===== src/rtl/gyro_pkg.sv =====
// Shared definitions for the gyro torque-command sequencer: FSM states,
// channel 14 field positions and axis select codes.
package gyro_pkg;

  typedef enum logic [1:0] {
    ST_IDLE  = 2'd0,
    ST_ARMED = 2'd1,
    ST_RUN   = 2'd2,
    ST_WACK  = 2'd3
  } gyro_state_e;

  // Positions within the 5-bit channel 14 field (channel bits 6..10)
  localparam int CH_PWR  = 0;
  localparam int CH_SIGN = 1;
  localparam int CH_SELA = 2;
  localparam int CH_SELB = 3;
  localparam int CH_ACT  = 4;

  localparam logic [1:0] SEL_NONE = 2'b00;
  localparam logic [1:0] SEL_X    = 2'b01;
  localparam logic [1:0] SEL_Y    = 2'b10;
  localparam logic [1:0] SEL_Z    = 2'b11;

  // Torque pulse vector ordered {XP, XM, YP, YM, ZP, ZM}
  function automatic logic [5:0] torque_vec(input logic [1:0] sel, input logic minus);
    logic [5:0] v;
    v = 6'b000000;
    case (sel)
      SEL_X:   v = minus ? 6'b010000 : 6'b100000;
      SEL_Y:   v = minus ? 6'b000100 : 6'b001000;
      SEL_Z:   v = minus ? 6'b000001 : 6'b000010;
      default: v = 6'b000000;
    endcase
    return v;
  endfunction

endpackage


===== src/rtl/gyro_cmd_ctrl_edge_det.sv =====
// Registered single-polarity edge detector: the strobe is high for one
// clock, in the cycle after the input change is first sampled.
module edge_det #(
  parameter bit FALL_EDGE = 1'b0
) (
  input  logic clk,
  input  logic rst,
  input  logic d,
  output logic edge_q
);

  logic d_p0;

  always_ff @(posedge clk) begin
    if (rst) begin
      d_p0   <= 1'b0;
      edge_q <= 1'b0;
    end else begin
      d_p0   <= d;
      edge_q <= FALL_EDGE ? (~d & d_p0) : (d & ~d_p0);
    end
  end

endmodule


===== src/rtl/gyro_cmd_ctrl.sv =====
// Gyro torque-command sequencer: channel 14 register, window/tone driven
// torque pulses and the GYROD decrement handshake.
module gyro_cmd_ctrl
  import gyro_pkg::*;
(
  input  logic SIM_CLK,
  input  logic SIM_RST,
  input  logic GOJAM,
  input  logic WCH14_n,
  input  logic CCH14,
  input  logic CHWL06_n,
  input  logic CHWL07_n,
  input  logic CHWL08_n,
  input  logic CHWL09_n,
  input  logic CHWL10_n,
  input  logic GTSET,
  input  logic GTRST_n,
  input  logic GTONE,
  input  logic GYROD_ACK,
  input  logic GYRZRO,
  output logic CH1406,
  output logic CH1407,
  output logic CH1408,
  output logic CH1409,
  output logic CH1410,
  output logic GYENAB,
  output logic GYXP,
  output logic GYXM,
  output logic GYYP,
  output logic GYYM,
  output logic GYZP,
  output logic GYZM,
  output logic GYROD_REQ,
  output logic GYOVF
);

  logic        rst;
  logic        set_rise;
  logic        tone_rise;
  logic        win_fall;
  gyro_state_e state;
  logic [4:0]  ch14;
  logic [4:0]  wr_bits;
  logic [1:0]  sel;
  logic        active;
  logic        zero_ack;
  logic [5:0]  pulse_q;
  logic        req_q;
  logic        ovf_q;

  assign rst = SIM_RST | GOJAM;

  edge_det #(.FALL_EDGE(1'b0)) u_set_det  (.clk(SIM_CLK), .rst(rst), .d(GTSET),   .edge_q(set_rise));
  edge_det #(.FALL_EDGE(1'b0)) u_tone_det (.clk(SIM_CLK), .rst(rst), .d(GTONE),   .edge_q(tone_rise));
  edge_det #(.FALL_EDGE(1'b1)) u_win_det  (.clk(SIM_CLK), .rst(rst), .d(GTRST_n), .edge_q(win_fall));

  assign wr_bits  = ~{CHWL10_n, CHWL09_n, CHWL08_n, CHWL07_n, CHWL06_n};
  assign sel      = {ch14[CH_SELB], ch14[CH_SELA]};
  assign active   = ch14[CH_ACT] && (sel != SEL_NONE);
  assign zero_ack = (state == ST_WACK) && GYROD_ACK && GYRZRO;

  always_ff @(posedge SIM_CLK) begin
    if (rst) begin
      state   <= ST_IDLE;
      ch14    <= 5'b00000;
      pulse_q <= 6'b000000;
      req_q   <= 1'b0;
      ovf_q   <= 1'b0;
    end else begin
      pulse_q <= 6'b000000;
      case (state)
        ST_IDLE: begin
          if (active) state <= ST_ARMED;
        end
        ST_ARMED: begin
          if (!active)       state <= ST_IDLE;
          else if (set_rise) state <= ST_RUN;
        end
        ST_RUN: begin
          if (win_fall)     state <= ST_ARMED;
          else if (!active) state <= ST_IDLE;
          else if (tone_rise) begin
            pulse_q <= torque_vec(sel, ch14[CH_SIGN]);
            req_q   <= 1'b1;
            state   <= ST_WACK;
          end
        end
        ST_WACK: begin
          if (GYROD_ACK) begin
            req_q <= 1'b0;
            state <= GYRZRO ? ST_IDLE : ST_RUN;
          end else if (tone_rise) begin
            ovf_q <= 1'b1;
          end
        end
        default: state <= ST_IDLE;
      endcase

      // Register update ordering gives clear > write > zero-ack bit10 clear
      if (CCH14) begin
        ch14  <= 5'b00000;
        ovf_q <= 1'b0;
      end else if (!WCH14_n) begin
        ch14 <= wr_bits;
      end else if (zero_ack) begin
        ch14[CH_ACT] <= 1'b0;
      end
    end
  end

  assign CH1406 = ch14[CH_PWR];
  assign CH1407 = ch14[CH_SIGN];
  assign CH1408 = ch14[CH_SELA];
  assign CH1409 = ch14[CH_SELB];
  assign CH1410 = ch14[CH_ACT];
  assign GYENAB = ch14[CH_PWR];
  assign {GYXP, GYXM, GYYP, GYYM, GYZP, GYZM} = pulse_q;
  assign GYROD_REQ = req_q;
  assign GYOVF     = ovf_q;

endmodule


===== config.mk =====
export PLATFORM = sky130hd
export DESIGN_NAME = gyro_cmd_ctrl
export DESIGN_NICKNAME = d
export VERILOG_FILES = /design/src/rtl/gyro_pkg.sv /design/src/rtl/gyro_cmd_ctrl_edge_det.sv /design/src/rtl/gyro_cmd_ctrl.sv
export SDC_FILE = /design/constraint.sdc
export NUM_CORES = 1
export LEC_CHECK = 0
export CORE_MARGIN = 2
export CORE_UTILIZATION = 25
export DETAILED_ROUTE_END_ITERATION = 10
export DONT_BUFFER_PORTS = 1
export SKIP_CTS_REPAIR_TIMING = 1
export SLEW_MARGIN = 20
export SYNTH_ARGS = -nofsm -noshare
export SYNTH_HDL_FRONTEND = slang
export SYNTH_HIERARCHICAL = 1
export SYNTH_SLANG_ARGS = --single-unit

===== constraint.sdc =====
create_clock -name SIM_CLK -period 1.45 [get_ports SIM_CLK]
set_input_delay 0 -clock SIM_CLK [delete_from_list [all_inputs] [get_ports SIM_CLK]]
set_output_delay 0 -clock SIM_CLK [all_outputs]
set_load 0.02 [all_outputs]

### Word level (Yosys, flattened, before mapping)

Cells that the tools add are included.

| storage, ports and cells | value |
|---|---|
| bits in read-only memories | 0 |
| memory bits (writable) | 0 |
| memories | 0 |
| latch bits | 0 |
| output and inout bits | 14 |
| input port bits | 15 |
| word-level logic and storage cells | 69 |
| bits in registers | 21 |

| cells by class | value |
|---|---|
| reductions and logical operators | 11 |
| $add $sub $neg | 0 |
| multiply operators | 0 |
| bitwise operators | 12 |
| div/mod/pow operators | 0 |
| shifts and indexed selects | 0 |
| magnitude comparators | 0 |
| equal/unequal tests | 14 |
| mux-type cells | 20 |

Operator list:

| operator | number |
|---|---|
| 2-bit 2-to-1 mux | 9 |
| 6-bit case mux with 3 select lines | 1 |
| 2-bit equality test (second input constant) | 4 |
| 2-bit inequality test (second input constant) | 4 |
| 2-bit case mux with 4 select lines | 1 |
| 1-bit NOT | 7 |
| 1-bit 2-to-1 mux | 6 |
| 6-bit 2-to-1 mux | 1 |
| 5-bit NOT | 1 |
| 5-bit AND reduction | 1 |
| 5-bit OR reduction | 1 |
| 2-bit by 1-bit equality test with 1-bit output (second input constant) | 2 |
| 4-bit 2-to-1 mux | 1 |
| 2-bit by 1-bit inequality test with 1-bit output (second input constant) | 2 |
| 4-bit by 2-bit inequality test with 1-bit output (second input constant) | 1 |
| 4-bit AND reduction | 1 |
| 2-bit nonzero test | 2 |
| 1-bit bitwise AND | 3 |
| 1-bit logical AND | 3 |
| 3-bit by 2-bit inequality test with 1-bit output (second input constant) | 1 |
| 3-bit AND reduction | 1 |
| 2-bit zero test | 1 |
| 1-bit case mux with 2 select lines | 1 |
| 2-bit OR reduction | 1 |
| 1-bit bitwise OR | 1 |

### Longest topological paths before layout

Gate-level depths: netlist (run 1).

| logic depth | value |
|---|---|
| word-level depth | 5 |
| depth in mapped cells | 4 |
| gate-level depth less buffers | 3 |

### By module

Netlist (run 1), hierarchy kept.

By module, submodules not included:

| module | cells each | area each (sq um) | seq. area each (sq um) | instances |
|---|---|---|---|---|
| gyro_cmd_ctrl | 68 | 620.6 | 300.3 | 1 |
| edge_det | 4 | 58.8 | 40.0 | 3 |

### Worst setup path before layout (run 1)

Ideal clock, no wire load.

| path | value |
|---|---|
| kind | reg-to-reg |
| from | register ch14[3] |
| to | register pulse_q[4] |
| clock period less this slack | 1202 ps |
| buffers on the path | 0 |
| path slack | 248 ps |
| data arrival time | 1114 ps |
| data required time | 1362 ps |
| setup time | 88 ps |
| cell stages (with the launch flop) | 4 |
| cell sequence | dfxtp_1 -> o21a_2 -> nand4_2 -> nor4b_2 |

| between the ends | value |
|---|---|
| word-level cells in the longest chain between the ends | 4 |
| elaborated cells between the ends (all ways) | 8 |
| those cells by class | 3 x eq/ne; 1 x mux; 1 x bitwise; 3 x reduce/logical |

Ends and longest elaborated chain:

| item | line | source |
|---|---|---|
| from (decl) | gyro_cmd_ctrl.sv:42 | `logic [4:0] ch14;` |
| from (signal assigned) | gyro_cmd_ctrl.sv:104 | `ch14 <= wr_bits;` |
| 2-bit nonzero test | gyro_cmd_ctrl.sv:59 | `assign active = ch14[CH_ACT] && (sel != SEL_NONE);` |
| 1-bit logical AND | gyro_cmd_ctrl.sv:59 |  |
| 1-bit NOT (no line) | - |  |
| 5-bit OR reduction (no line) | - |  |
| to (signal assigned) | gyro_cmd_ctrl.sv:83 | `pulse_q <= torque_vec(sel, ch14[CH_SIGN]);` |
| to (decl) | gyro_cmd_ctrl.sv:47 | `logic [5:0] pulse_q;` |

Parallel ways exist; a longest one is shown, timed or not.
A chain may end at the register's enable or synchronous reset.

==> results of run 1 <==
==> area by class of cell <==
type,instances,share of cell area
well taps,44,0.05549
clock buffers,3,0.02270
repair buffers,16,0.1513
flip-flops and latches,21,0.4237
multi-input cells,51,0.3304
clock inverters,1,0.005044
inverters,3,0.01135
==> per-stage QoR <==
step / hold WS, ns / setup slack, ns
2_1_floorplan: 0.06951 / 0.2481
3_3_place_gp: 0.07307 / 0.3260
3_5_place_dp: 0.07421 / 0.2545
4_1_cts: -0.2621 / 0.2272
5_1_grt: 0.004404 / 0.04217
6_report: -0.03621 / 0.09464
==> power by group through the flow <==
stage	Sequential, mW	Combinational [mW]	Clock, mW
after floorplan	0.606	0.0312	0
after global placement	0.603	0.0380	0
after detailed placement	0.603	0.0390	0
after CTS	0.590	0.0392	0.287
after global routing	0.592	0.0799	0.310
final	0.590	0.0716	0.272
==> kinds of logic after synthesis <==
logic type	after synthesis	synth area share
AND/OR/NAND/NOR	38	0.3077
flip-flops	21	0.5275
AO/OA/AOI/OAI	13	0.1036
buffers and inverters	8	0.06123
==> placed cells by master, fill, tap and decap left out, types with 3 or more instances in the layout <==
cell           netlist  routed
dfxtp_1             21      21
dlygate4sd3_1        0      12
nor2_1              11      11
a21oi_1              5       5
nor3_1               4       4
nand3_1              4       4
nor2b_1              4       4
buf_4                1       4
inv_1                3       3
nand2_1              3       3
clkbuf_4             0       3
nor3b_2              3       3
==> critical path: stages (launching register included) <==
cell and delay [ns]:
dfxtp_1 0.33, buf_4 0.17, a21oi_1 0.15, dlygate4sd3_1 0.57, nor2_1 0.04
==> how the worst min path moves through the flow <==
stage                   start                          end  slack, ns
global placement      GTRST_n  u_win_det/edge_q$_SDFF_PP0_       0.07
finish              GYROD_ACK           GYOVF$_SDFFE_PP0P_      -0.04
global route        GYROD_ACK           GYOVF$_SDFFE_PP0P_      0.004
floorplan             GTRST_n  u_win_det/edge_q$_SDFF_PP0_       0.07
detailed placement    GTRST_n  u_win_det/edge_q$_SDFF_PP0_       0.07
CTS                   GTRST_n  u_win_det/edge_q$_SDFF_PP0_      -0.26
==> sequential cells by signal, indices dropped and copies added (netlist names) <==
register,cells
pulse_q,6
GYOVF,1
u_win_det/edge_q,1
u_tone_det/edge_q,1
u_set_det/d_p0,1
u_win_det/d_p0,1
u_tone_det/d_p0,1
GYROD_REQ,1
ch14,5
u_set_det/edge_q,1
state,2
==> per-layer routing <==
| metal | share of wire | up-vias | global-route usage |
|---|---|---|---|
| met5 | 0 | - | 0 |
| met4 | 0.011 | 0 | 0.03727 |
| met3 | 0.094 | 2 | 0.05330 |
| met2 | 0.49 | 17 | 0.1537 |
| met1 | 0.40 | 271 | 0.09481 |
| li1 | - | 312 | - |
==> results.cfg, run 1 <==
[global_routing]
grt_pass1_wl_microns = 2449
antenna_found_initial = 0
gr-total-overflow = 0
grt_pass1_vias = 534
grt_start_max_net_pins = 13
track_usage = 0.09187

[sta]
tightestPinTransition_ns = 0.3619
drv_slew = 0
rsz0062_at_grt = false
timing.final.crit_share = 0.9347
max_slew_margin = 0.7584
hold_viol = 6
finalSetupViolations = 0
setup-tns-final_ns = 0
fin_hold_ws_ns = -0.03621
min_period_ns = 1.355
timing.fmax_mhz = 737.8
fin_worst_skew_ns = 0.004714

[finish]
final_area_sq_um = 992.2
multiInputGateArea_sq_um = 327.8
final_nets = 111
drive_gt1_frac = 0.1684
syn2layout_area_growth_pct = 24.49
postLayoutCoreUtil = 0.3250
seq_area_sq_um = 420.4
finalNonFillerCells = 139
fill_cells = 327
n_antenna_cell = 0

[power_and_ir_drop]
power_switching_uw = 208.1
clkPwrFrac = 0.292
p_sw_frac = 0.2228
vdd_drop_max_mv = 0.4475
intPower_uw = 725.9
p_comb_frac = 0.077
power.density_nw_per_um2 = 941.4
pwr-share-seq = 0.632
leakage_nw = 0.3360
finalPower_uw = 934.0

[detailed_routing]
wl_per_cell_microns = 11.52
routed_wl_microns = 1601
drt-initial-drc-count = 16
ant_nets = 0
vias_per_cell = 4.331
num_vias = 602
drc = 0
drt-pass1-iter-count = 4

[logic_synthesis]
synth_top_cell_by_area = dfxtp_1
synth_edf_count = 0
syn_nets = 95
synth_area_sq_um = 797.0
synth_top_area_share = 0.5275
yosysUniqueCellTypes = 27
syn_inst = 80
synth-seq-cells = 21
synth_flop_cell = dfxtp_1
yosysMostFrequentCell = dfxtp_1
synthTopCellsByArea = dfxtp_1 (53%), nor2_1 (5.2%), nor3b_2 (4.7%), a21oi_1 (3.1%), nor2b_1 (3.1%)
yosys_warnings = 6
seq_area_frac_synth = 0.5275
async_flop_share = 0
syn_area_per_cell_sq_um = 9.963
yosys-top-cells-count = dfxtp_1 (21), nor2_1 (11), a21oi_1 (5)

[die]
row_count = 20
num_io_pins = 29
die_h_microns = 60.46
start_util = 0.2611
dieWidth_microns = 60.46
design.die.area_sq_um = 3655
coreArea_sq_um = 3053

[clock_network]
clock_latency_ns = 0.30
cts_tree = done
clockBufferDepth = 2
cts_sinks = 21
cts_max_level = 1
clk_pin_slew_worst_paths_ns = 0.11
cts_buffers = 3
cts_root_buf = clkbuf_4

[worst_setup_path]
rr_endpoint = ch14[3]$_SDFFE_PP0N_
critPathLaunchType = register
cp_max_fo = 6
crit_type = register to register
end_kind = register
required_ns = 1.65
r2r_setup_slack_ns = 0.09
crit_end = ch14[3]$_SDFFE_PP0N_
r2r_cells = 4
reg2reg_from = ch14[3]$_SDFFE_PP0N_
cp_data_arrival_time_ns = 1.56
crit_start = ch14[3]$_SDFFE_PP0N_

[hold_path]
hold_path_class = input port to register
hold-path-cell-count = 3

[place]
place_inst = 123
io_buffers = 0
post-dp-hpwl_microns = 1111
globalplace.congestion = 0.8505
postPlaceCellArea_sq_um = 844.6

[status]
violations = hold timing
outcome = finished with violations

[job]
drv_cap = 0
(Power assumes the default switching activity.)
==> run 2: changes to the inputs <==
--- a/config.mk
+++ b/config.mk
@@ -9,6 +9,7 @@
 export CORE_UTILIZATION = 25
 export DETAILED_ROUTE_END_ITERATION = 10
 export DONT_BUFFER_PORTS = 1
+export SETUP_SLACK_MARGIN = 0.15
 export SKIP_CTS_REPAIR_TIMING = 1
 export SLEW_MARGIN = 20
 export SYNTH_ARGS = -nofsm -noshare
==> results.cfg, run 2 (synthesized netlist as in run 1, its figures left out) <==
[place]
post-dp-hpwl_microns = 1111
io_buffers = 0
globalplace.congestion = 0.8505
dp_slack_ns = 0.2545

[status]
violations = hold timing
outcome = finished with violations

[detailed_routing]
dr.max_layer_used = met4
route.met2.wl_microns = 779
wl_met3_microns = 170
ant_nets = 0
num_vias = 620
routed_wl_microns = 1609
drc = 0
vias_per_cell = 4.460
drt-initial-drc-count = 23
wl_per_cell_microns = 11.58
drt-pass1-iter-count = 4
wl_met1_microns = 641

[power_and_ir_drop]
p_comb_frac = 0.076
intPower_uw = 725.9
pwr-share-seq = 0.629
clkPwrFrac = 0.294
leakage_nw = 0.3378
p_sw_frac = 0.2258
power_switching_uw = 211.7
power.density_nw_per_um2 = 943.8
vdd_drop_max_mv = 0.4465

[sta]
fin_worst_skew_ns = 0.004399
fin_hold_ws_ns = -0.03368
setup-tns-final_ns = 0
hold_viol = 6
finalSetupViolations = 0
drv_slew = 0
max_slew_margin = 0.7604
min_period_ns = 1.134
timing.final.crit_share = 0.7823
timing.fmax_mhz = 881.6
fin_ws_ns = 0.3157
tightestPinTransition_ns = 0.3588
rsz0062_at_grt = false

[die]
die_h_microns = 60.46
dieWidth_microns = 60.46
start_util = 0.2611
design.die.area_sq_um = 3655
coreArea_sq_um = 3053
num_io_pins = 29
row_count = 20

[global_routing]
track_usage = 0.09187
grt_pass1_wl_microns = 2449
antenna_found_initial = 0
gr-total-overflow = 0
grt_start_max_net_pins = 13
grt_pass1_vias = 534

[finish]
mostFrequentLayoutCell = dfxtp_1
syn2layout_area_growth_pct = 24.65
mostFrequentLayoutCells = dfxtp_1 (20), dlygate4sd3_1 (12), nor2_1 (11), a21oi_1 (5)
drive_gt1_frac = 0.1789
fill_cells = 324
largest_reg_flops = 6
final_nets = 111
reg.largest.list = pulse_q (6), ch14 (5), state (2)
top_register = pulse_q
n_antenna_cell = 0

[job]
drv_cap = 0

[clock_network]
clockBufferDepth = 2
cts_root_buf = clkbuf_4
cts_tree = done
cts_max_level = 1
clk_pin_slew_worst_paths_ns = 0.11
cts_buffers = 3
clock_latency_ns = 0.30
cts_sinks = 21

[worst_setup_path]
required_ns = 1.66
cp_max_fo = 10
r2r_cells = 3
crit_type = register to register
cp_data_arrival_time_ns = 1.34
end_kind = register
critPathLaunchType = register

[hold_path]
hold_path_class = input port to register
hold-path-cell-count = 3
==> run 2: power by group through the flow <==
stage	Combinational [mW]	Sequential, mW	Clock, mW
floorplan	0.0312	0.606	0
global placement	0.0380	0.603	0
detailed placement	0.0390	0.603	0
CTS	0.0392	0.590	0.287
global route	0.0803	0.592	0.310
finish	0.0716	0.590	0.276
==> run 2: path summary, 6_finish.rpt <==
path / to / start / slack [ns]
worst max-delay path: ch14[4]$_SDFFE_PP0P_ / state[1]$_SDFFE_PP0P_ / 0.32
worst min-delay path: GYOVF$_SDFFE_PP0P_ / GYROD_ACK / -0.03
worst max register to register: ch14[4]$_SDFFE_PP0P_ / state[1]$_SDFFE_PP0P_ / 0.32
worst min register to register: u_tone_det/edge_q$_SDFF_PP0_ / u_tone_det/d_p0$_SDFF_PP0_ / 0.41
==> run 2: layout make-up <==
type | count | area (sq um) | area share
repair buffers | 16 | 150.1 | 0.1511
flip-flops and latches | 21 | 421.7 | 0.4244
clock inverters | 1 | 5.005 | 0.005038
well taps | 44 | 55.05 | 0.05542
clock buffers | 3 | 22.52 | 0.02267
multi-input cells | 51 | 327.8 | 0.3300
inverters | 3 | 11.26 | 0.01134
==> run 2: through the flow <==
step           instances  total power [mW]    util  instance area (sq um)
6_report             139            0.9376  0.3254                  993.5
5_1_grt              139            0.9822  0.3254                  993.5
4_1_cts              127            0.9167  0.2857                  872.1
3_5_place_dp         123            0.6423  0.2766                  844.6
3_3_place_gp         123            0.6412  0.2766                  844.6
2_1_floorplan         80            0.6373       -                  797.0
==> run 2: critical path, cell delays in order, from the launching register on <==
cell and delay (ns):
dfxtp_1 0.54, nand4_1 0.23, a31oi_1 0.22, nor2_1 0.05
==> run 2: per-layer routing <==
| layer | GRT usage | vias up |
|---|---|---|
| li1 | - | 313 |
| met1 | 0.09481 | 284 |
| met2 | 0.1537 | 21 |
| met3 | 0.05330 | 2 |
| met4 | 0.03727 | 0 |
| met5 | 0 | - |
==> run 3: changes to the inputs <==
==> constraint.sdc (replaced) <==
create_clock -name SIM_CLK -period 0.97 [get_ports SIM_CLK]
set_input_delay 0 -clock SIM_CLK [delete_from_list [all_inputs] [get_ports SIM_CLK]]
set_output_delay 0 -clock SIM_CLK [all_outputs]
set_load 0.02 [all_outputs]
==> results.cfg, run 3 (synthesized netlist as in run 1, its figures left out) <==
[status]
outcome = finished with violations
violations = hold timing, setup timing

[finish]
mostFrequentLayoutCells = dfxtp_1 (12), nor2_1 (11), dlygate4sd3_1 (10), dfxtp_2 (5), buf_6 (5)
syn2layout_area_growth_pct = 43.17
largest_reg_flops = 6
drive_gt1_frac = 0.3900
top_register = pulse_q
final_nets = 116
mostFrequentLayoutCell = dfxtp_1
n_antenna_cell = 0
reg.largest.list = pulse_q (6), ch14 (5), state (2)

[sta]
timing.final.crit_share = 1.121
timing.fmax_mhz = 920.0
fin_worst_skew_ns = 0.004286
drv_slew = 0
setup-tns-final_ns = -0.5051
fin_ws_ns = -0.1170
rsz0062_at_grt = true
finalSetupViolations = 9
fin_hold_ws_ns = -0.1197
tightestPinTransition_ns = 0.3958
hold_viol = 14
min_period_ns = 1.087
max_slew_margin = 0.7353

[detailed_routing]
vias_per_cell = 4.493
drt-initial-drc-count = 21
drc = 0
wl_per_cell_microns = 12.39
num_vias = 647
routed_wl_microns = 1784
ant_nets = 0
drt-pass1-iter-count = 3

[worst_setup_path]
cp_max_fo = 4
crit_type = register to register
r2r_cells = 3
end_kind = register
rr_endpoint = pulse_q[4]$_SDFF_PP0_
cp_data_arrival_time_ns = 1.31
reg2reg_from = u_win_det/edge_q$_SDFF_PP0_
critPathLaunchType = register
r2r_setup_slack_ns = -0.12
required_ns = 1.20

[clock_network]
cts_sinks = 21
clockBufferDepth = 2
cts_tree = done
cts_root_buf = clkbuf_4
clk_pin_slew_worst_paths_ns = 0.12
cts_buffers = 3
clock_latency_ns = 0.30
cts_max_level = 1

[job]
drv_cap = 0

[die]
row_count = 20
die_h_microns = 60.46
dieWidth_microns = 60.46
num_io_pins = 29
coreArea_sq_um = 3053
design.die.area_sq_um = 3655
start_util = 0.2611

[place]
globalplace.congestion = 0.6979
io_buffers = 0
post-dp-hpwl_microns = 1161

[power_and_ir_drop]
power_switching_uw = 332.8
clkPwrFrac = 0.302
intPower_mw = 1.078
p_sw_frac = 0.2359
leakage_nw = 0.3895
p_comb_frac = 0.079
pwr-share-seq = 0.619
power.density_nw_per_um2 = 1236
vdd_drop_max_mv = 0.4249

[hold_path]
hold_path_class = input port to register
hold-path-cell-count = 3
hold_path_end = state[1]$_SDFFE_PP0P_
min_from = SIM_RST

[global_routing]
grt_pass1_wl_microns = 2477
gr-total-overflow = 0
grt_start_max_net_pins = 13
track_usage = 0.09199
grt_pass1_vias = 550
antenna_found_initial = 0
==> run 3: cell types whose count changed in the layout (fill, tap and decap cells not counted), sizes merged <==
cell         previous run  this run
dlygate4sd3            12        10
buf                     4        11
==> run 3: final cells by class <==
class                   instances  area [sq um]
well taps                      44         55.05
inverters                       3         11.26
repair buffers                 21         229.0
fillers                       323          1912
flip-flops and latches         21         441.7
multi-input cells              51         376.6
clock inverters                 1         5.005
clock buffers                   3         22.52
==> run 3: worst max-delay path by stage <==
| stage | to | startpoint | depth (start not counted) |
|---|---|---|---|
| after global routing | pulse_q[4]$_SDFF_PP0_ | state[0]$_SDFFE_PP0P_ | 3 |
| final | pulse_q[4]$_SDFF_PP0_ | u_win_det/edge_q$_SDFF_PP0_ | 3 |
| after global placement | pulse_q[4]$_SDFF_PP0_ | u_win_det/edge_q$_SDFF_PP0_ | 3 |
| after CTS | pulse_q[4]$_SDFF_PP0_ | u_win_det/edge_q$_SDFF_PP0_ | 3 |
| after detailed placement | pulse_q[4]$_SDFF_PP0_ | u_win_det/edge_q$_SDFF_PP0_ | 3 |
| after floorplan | pulse_q[4]$_SDFF_PP0_ | state[0]$_SDFFE_PP0P_ | 4 |
==> run 3: critical path, cell delays in order (launching register included) <==
cell and delay [ns]:
dfxtp_1 0.37, nor3b_4 0.26, nand4_4 0.14, nor4b_2 0.23
==> run 3: power by group through the flow <==
| stage | sequential (mW) | combinational, mW | clock [mW] |
|---|---|---|---|
| floorplan | 0.903 | 0.0469 | 0 |
| global placement | 0.896 | 0.0614 | 0 |
| detailed placement | 0.897 | 0.0630 | 0 |
| CTS | 0.877 | 0.0631 | 0.437 |
| global route | 0.875 | 0.123 | 0.489 |
| finish | 0.873 | 0.112 | 0.426 |
==> run 3: routing by layer <==
layer	up-vias	wire [microns]	track usage
met3	4	99	0.03412
li1	323	-	-
met2	20	877	0.1444
met1	300	777	0.1134
met5	-	0	0
met4	0	29	0.04037
==> run 3: through the flow <==
step | total power, mW | utilization | setup slack, ns | cell area (sq um) | cells
4_1_cts | 1.377 | 0.3070 | -0.1265 | 937.1 | 133
6_report | 1.411 | 0.3738 | -0.1170 | 1141 | 144
2_1_floorplan | 0.9494 | - | -0.09785 | 817.0 | 80
3_3_place_gp | 0.9578 | 0.2980 | -0.06750 | 909.6 | 129
5_1_grt | 1.487 | 0.3738 | -0.2078 | 1141 | 144
3_5_place_dp | 0.9598 | 0.2980 | -0.1005 | 909.6 | 129
